--- src/rtl/decode_stage_param.sv ---
// rtl/decode_stage_param.sv - parametrised decode stage: register file, forwarding, load-use stall, valid/ready output
// NREGS=16 selects RV32E behaviour: indices with bit 4 set are illegal and never written.
module decode_stage_param #(
  parameter int XLEN  = 32,
  parameter int NREGS = 32,
  parameter int NFWD  = 3
) (
  input  logic                 clk,
  input  logic                 rst,
  input  logic [31:0]          instr_in,
  input  logic [XLEN-1:0]      pc_in,
  input  logic                 valid_in,
  output logic                 ready_out,
  input  logic [NFWD-1:0]      fwd_valid,
  input  logic [NFWD*5-1:0]    fwd_rd,
  input  logic [NFWD*XLEN-1:0] fwd_data,
  input  logic [NFWD-1:0]      fwd_data_ready,
  input  logic                 wb_en,
  input  logic [4:0]           wb_rd,
  input  logic [XLEN-1:0]      wb_data,
  input  logic                 flush_in,
  output logic                 valid_out,
  input  logic                 ready_in,
  output logic [31:0]          instr_out,
  output logic [XLEN-1:0]      pc_out,
  output logic [XLEN-1:0]      rs1_data_out,
  output logic [XLEN-1:0]      rs2_data_out,
  output logic                 illegal_reg_out
);

  localparam int AW = $clog2(NREGS);

  localparam logic [6:0] OPC_LUI    = 7'b0110111;
  localparam logic [6:0] OPC_AUIPC  = 7'b0010111;
  localparam logic [6:0] OPC_JAL    = 7'b1101111;
  localparam logic [6:0] OPC_OP     = 7'b0110011;
  localparam logic [6:0] OPC_STORE  = 7'b0100011;
  localparam logic [6:0] OPC_BRANCH = 7'b1100011;

  // Only 32 and 16 entries are supported, so bit 4 alone decides range.
  function automatic logic idx_ok(input logic [4:0] idx);
    return (NREGS == 32) || (idx[4] == 1'b0);
  endfunction

  logic [XLEN-1:0] rf_q [NREGS];

  logic [6:0]      opcode;
  logic [4:0]      rs1_idx, rs2_idx, rd_idx;
  logic            rs1_used, rs2_used;
  logic            wb_we;
  logic [XLEN-1:0] rf_rs1, rf_rs2;

  logic            f1_hit, f1_rdy, f2_hit, f2_rdy;
  logic [XLEN-1:0] f1_data, f2_data;
  logic            rs1_fwd, rs2_fwd, rs1_haz, rs2_haz;
  logic            hazard, accept;
  logic [XLEN-1:0] rs1_val, rs2_val;
  logic            illegal;

  logic            valid_q, valid_d;
  logic [31:0]     instr_q, instr_d;
  logic [XLEN-1:0] pc_q, pc_d;
  logic [XLEN-1:0] rs1_q, rs1_d;
  logic [XLEN-1:0] rs2_q, rs2_d;
  logic            illegal_q, illegal_d;

  assign opcode  = instr_in[6:0];
  assign rd_idx  = instr_in[11:7];
  assign rs1_idx = instr_in[19:15];
  assign rs2_idx = instr_in[24:20];

  assign rs1_used = !(opcode == OPC_LUI || opcode == OPC_AUIPC || opcode == OPC_JAL);
  assign rs2_used = (opcode == OPC_OP) || (opcode == OPC_STORE) || (opcode == OPC_BRANCH);

  assign wb_we = wb_en && (wb_rd != 5'd0) && idx_ok(wb_rd);

  // Register-file read with write-through from the same-cycle writeback.
  always_comb begin
    rf_rs1 = '0;
    rf_rs2 = '0;
    if (rs1_idx != 5'd0 && idx_ok(rs1_idx)) begin
      if (wb_we && wb_rd == rs1_idx) rf_rs1 = wb_data;
      else                           rf_rs1 = rf_q[rs1_idx[AW-1:0]];
    end
    if (rs2_idx != 5'd0 && idx_ok(rs2_idx)) begin
      if (wb_we && wb_rd == rs2_idx) rf_rs2 = wb_data;
      else                           rf_rs2 = rf_q[rs2_idx[AW-1:0]];
    end
  end

  // Walk from oldest to youngest so the lowest matching channel wins.
  always_comb begin
    f1_hit  = 1'b0;
    f1_rdy  = 1'b0;
    f1_data = '0;
    f2_hit  = 1'b0;
    f2_rdy  = 1'b0;
    f2_data = '0;
    for (int i = NFWD - 1; i >= 0; i--) begin
      if (fwd_valid[i] && fwd_rd[i*5 +: 5] == rs1_idx) begin
        f1_hit  = 1'b1;
        f1_rdy  = fwd_data_ready[i];
        f1_data = fwd_data[i*XLEN +: XLEN];
      end
      if (fwd_valid[i] && fwd_rd[i*5 +: 5] == rs2_idx) begin
        f2_hit  = 1'b1;
        f2_rdy  = fwd_data_ready[i];
        f2_data = fwd_data[i*XLEN +: XLEN];
      end
    end
  end

  assign rs1_fwd = rs1_used && (rs1_idx != 5'd0) && f1_hit;
  assign rs2_fwd = rs2_used && (rs2_idx != 5'd0) && f2_hit;
  assign rs1_haz = rs1_fwd && !f1_rdy;
  assign rs2_haz = rs2_fwd && !f2_rdy;

  assign rs1_val = rs1_fwd ? f1_data : rf_rs1;
  assign rs2_val = rs2_fwd ? f2_data : rf_rs2;

  assign hazard    = valid_in && (rs1_haz || rs2_haz);
  assign ready_out = !hazard && (!valid_q || ready_in);
  assign accept    = valid_in && !hazard && (!valid_q || ready_in) && !flush_in;

  assign illegal = (NREGS == 16) && (rs1_idx[4] || rs2_idx[4] || rd_idx[4]);

  always_comb begin
    valid_d   = valid_q;
    instr_d   = instr_q;
    pc_d      = pc_q;
    rs1_d     = rs1_q;
    rs2_d     = rs2_q;
    illegal_d = illegal_q;
    if (flush_in) begin
      valid_d = 1'b0;
    end else if (accept) begin
      valid_d   = 1'b1;
      instr_d   = instr_in;
      pc_d      = pc_in;
      rs1_d     = rs1_val;
      rs2_d     = rs2_val;
      illegal_d = illegal;
    end else if (ready_in) begin
      valid_d = 1'b0;
    end
  end

  always_ff @(posedge clk) begin
    if (!rst) begin
      valid_q   <= 1'b0;
      instr_q   <= '0;
      pc_q      <= '0;
      rs1_q     <= '0;
      rs2_q     <= '0;
      illegal_q <= 1'b0;
    end else begin
      valid_q   <= valid_d;
      instr_q   <= instr_d;
      pc_q      <= pc_d;
      rs1_q     <= rs1_d;
      rs2_q     <= rs2_d;
      illegal_q <= illegal_d;
    end
  end

  always_ff @(posedge clk) begin
    if (!rst) begin
      for (int i = 0; i < NREGS; i++) rf_q[i] <= '0;
    end else if (wb_we) begin
      rf_q[wb_rd[AW-1:0]] <= wb_data;
    end
  end

  assign valid_out       = valid_q;
  assign instr_out       = instr_q;
  assign pc_out          = pc_q;
  assign rs1_data_out    = rs1_q;
  assign rs2_data_out    = rs2_q;
  assign illegal_reg_out = illegal_q;

endmodule

--- config.mk ---
export PLATFORM = sky130hd
export DESIGN_NAME = decode_stage_param
export DESIGN_NICKNAME = d
export VERILOG_FILES = /design/src/rtl/decode_stage_param.sv
export SDC_FILE = /design/constraint.sdc
export NUM_CORES = 2
export LEC_CHECK = 0
export CORE_AREA = 8 8 506 508
export CTS_CLUSTER_DIAMETER = 120
export DETAILED_ROUTE_END_ITERATION = 10
export DIE_AREA = 0 0 514 516
export GPL_ROUTABILITY_DRIVEN = 0
export SYNTH_ARGS = -nofsm -noshare
export SYNTH_HDL_FRONTEND = slang
export SYNTH_SLANG_ARGS = --single-unit
export TNS_END_PERCENT = 20
--- constraint.sdc ---
create_clock -name clk -period 10.66 [get_ports clk]
set_clock_uncertainty 0.1 [all_clocks]
set_input_delay 2.132 -clock clk [delete_from_list [all_inputs] [get_ports clk]]
set_output_delay 2.132 -clock clk [all_outputs]
set_load 0.005 [all_outputs]
==> key figures <==
Synthesis
  • Synthesized instance count: 4658
  • Top FF cell, synth: edfxtp_1
  • Syn avg cell area: 13.2 um2
  • Seq cells post-synth: 1153
  • Yosys cell types: 60
  • Ys async rst share: 0%
  • Syn Std Cell Area: 61600 um2
  • Syn. warnings: 0
  • Post-synth EDFFs: 1024
  • Sequential area share after synthesis: 54.1%

Setup path
  • Worst EP arrival: 5.58 ns
  • WP data required: 8.43 ns
  • CP Capture Type: output pin
  • Buffers & Inverters on Critical Path: 3
  • R2R cell count: 8
  • Crit path cell chain: clkdlybuf4s50_1, xor2_1, nor4_2, and3_1, buf_4, o31ai_1, a22o_2, a21oi_1, clkdlybuf4s50_1
  • FF-to-FF setup slack: 7.10 ns
  • Reg2reg start: valid_out
  • Slowest cell on the critical path: clkdlybuf4s50_1
  • Worst setup SP type: input pin
  • Worst path most repeated cell: clkdlybuf4s50_1
  • Critical Path Fanout Max: 35
  • CP Class: input pin to output pin
  • Top delay family on crit path: buffers and inverters
  • R2R Path End: rs2_data_out[6]
  • CP peak stage delay: 0.82 ns

Power and ir drop
  • Clk pwr share: 37.5%
  • Pleak: 24.0 nW
  • Reg power frac: 48.6%
  • Max IR drop VDD: 0.136 mV
  • Int Power: 8.06 mW
  • Net Sw Power: 2.84 mW
  • PwrDens: 150 nW/um2
  • Sw frac: 26.1%
  • Combinational Power Share: 13.9%

Drt
  • DRT Pass-1 Iters: 5
  • WL final: 241000 um
  • # DRC: 0
  • Routed len/inst: 29.2 um
  • Drt initial violations: 6001
  • Remaining antenna violation count after routing: 0
  • Vias: 44.0k
  • Via density: 5.33

Place
  • HPWL after detailed placement: 147000 um
  • Port Buffer Count: 353
  • Placed cell count: 8020

Hold path
  • Hold path startpoint: instr_out[3]
  • Worst Hold End: instr_out[3]
  • Hold Path Class: register to register
  • Worst hold path depth: 2

Clock network
  • CTS Buf Count: 118
  • Post-cts resize count: 0
  • Root Buffer Master: clkbuf_16
  • CTS Hold Bufs: 0
  • Clock slew at reported path FFs: 0.06 ns
  • Sink Count: 1153
  • Clock latency at the later pin of the worst-skew pair: 0.75 ns
  • Post-CTS Setup Bufs: 0
  • TritonCTS clock tree: built
  • Longest Clk Path Bufs: 3
  • H-tree depth: 3

Job
  • MaxCap Viol Count: 0

Floorplanning
  • Die extent in y: 516 um
  • # IOs: 355
  • Die area: 265000 um2
  • Row Count: 183
  • Starting Density: 24.8%
  • Core area: 248000 um2
  • Overall die width: 514 um

Cells and area
  • Layout area overhead: 18.3%
  • Final nets: 5034
  • Post-layout util: 29.4%
  • Fraction of layout instances using a drive strength above 1: 19.1%
  • Finished Layout Cells: 8252

Global route
  • First-pass GRT wire length: 332000 um
  • Initial antenna violation count: 28
  • Total GRT Usage: 17.3%
  • Grt ovf: 0
  • Vias in the first global route: 43.8k
  • Largest net degree at the start of global routing: 98

Timing
  • Hold Vio Cnt, Final: 0
  • Max-slew violations: 0
  • Final setup TNS: 0 ns
  • Worst slew pin tran: 1.31 ns
  • Setup violators final: 0
  • Fmax: 0.128 GHz
  • Unrepaired setup endpoints after global routing: no
  • Slew headroom: 12.7%
  • Final worst path period need: 7.81 ns
  • Final Cycle Share: 73.3%

Run status
  • Status: finished clean
logic make-up after synthesis:
group	Yosys count	synth area share, %
buffers and inverters	512	3.47
DFF	1153	54.1
AOI/OAI and AO/OA	743	8.67
other	1	0.00609
and+or+nand+nor	1581	14.4
muxes	628	18.7
xor gates and xnor gates	40	0.569
worst min-delay path: cells and delay by family (launching register included):
| family | cells | cell delay [ns] |
|---|---|---|
| flip-flops | 1 | 0.30 |
| AO/OA/AOI/OAI | 2 | 0.12 |
worst max-delay path by stage:
stage	from	end	cells past startpoint	slack, ns
after detailed placement	instr_in[18]	ready_out	9	2.90
after global placement	instr_in[19]	ready_out	9	2.93
after floorplan	instr_in[17]	ready_out	10	4.50
final	instr_in[19]	ready_out	9	2.85
after global routing	instr_in[19]	ready_out	9	2.71
after CTS	instr_in[19]	ready_out	9	2.92
layout by cell type, fill, tap and decap left out, types with 14 or more instances in the layout:
cell,count
a22oi_1,201
o22ai_1,68
conb_1,33
and2_1,997
nand2_1,174
a311oi_2,17
nor2_1,158
clkbuf_1,25
clkdlybuf4s50_1,346
clkinv_2,20
nor2b_1,19
clkinv_1,35
nand2b_1,14
edfxtp_1,1024
nand4_1,28
nor3_1,14
mux4_2,411
o21ai_4,31
mux2_2,83
a22o_1,22
o211ai_1,54
mux2i_1,134
buf_4,158
nand3_1,104
a211oi_1,43
o32a_1,30
dfxtp_1,129
a21oi_1,74
xnor2_1,18
clkbuf_16,122
a31oi_1,19
o21ai_0,89
xor2_1,22
a311oi_1,14
a221oi_1,32
nor2_2,23
per-stage QoR:
stage / cell area [um2] / hold slack [ns] / power, mW / setup slack [ns]
finish: 72800 / 0.378 / 10.9 / 2.85
global route: 72800 / 0.403 / 11.2 / 2.71
CTS: 72800 / 0.375 / 10.9 / 2.92
detailed placement: 69100 / 0.366 / 6.87 / 2.90
global placement: 69100 / 0.360 / 6.84 / 2.93
floorplan: 61700 / 0.365 / 6.19 / 4.50
state kept, by name, summed over array words and instances, names as in the netlist:
signal and flops:
instr_out 32, pc_out 32, rf_q 1024, rs1_data_out 32, valid_out 1, rs2_data_out 32
synth_stat cells (all sizes together), types with 2 or more instances:
library cell,instances,area [um2]
nand4b,3,26.3
or2,4,25.0
nand4,28,175
clkbuf,373,1400
buf,137,726
nand3,104,521
a211oi,50,405
nand2b,16,100
inv,2,7.50
and3,5,31.3
xnor2,18,158
o311a,2,20.0
o211ai,54,405
nor4,3,31.3
o32a,30,300
a221oi,33,295
nor3b,3,22.5
nor3,14,70.1
o22a,9,78.8
nor2,194,728
a22o,23,201
a311oi,32,393
mux4,411,9260
and3b,3,26.3
o21ai,129,646
and2,997,6240
nand3b,5,37.5
a21oi,74,370
edfxtp,1024,30700
mux2,83,935
o31ai,2,15.0
xor2,22,193
nor2b,21,131
mux2i,134,1340
or3b,4,35.0
a31oi,19,119
a221o,2,20.0
a22oi,201,1510
o22ai,68,425
dfxtp,129,2580
nand2,175,657
o221ai,12,105
power groups by stage:
stage | clock (mW) | sequential [mW] | combinational, mW
6_report | 4.09 | 5.30 | 1.51
3_5_place_dp | 0 | 5.39 | 1.48
2_1_floorplan | 0 | 5.35 | 0.839
4_1_cts | 4.13 | 5.30 | 1.49
3_3_place_gp | 0 | 5.37 | 1.47
5_1_grt | 4.28 | 5.32 | 1.56
routing by layer:
metal	wire length, um	track usage [%]
met3	28300	5.11
met4	12300	8.52
met5	184	0.338
met2	113000	28.5
met1	87500	20.6
cell type report:
class / instances / area [um2]
timing repair buffer: 510 / 4750
inverter: 2 / 12.5
antenna: 13 / 32.5
multi-input combinational: 3025 / 26800
sequential: 1153 / 33300
clock inverter: 72 / 561
clock buffer: 147 / 3150
tap: 3330 / 4170
fill: 24870 / 175000
No activity file was read; power rests on OpenSTA's default activity.
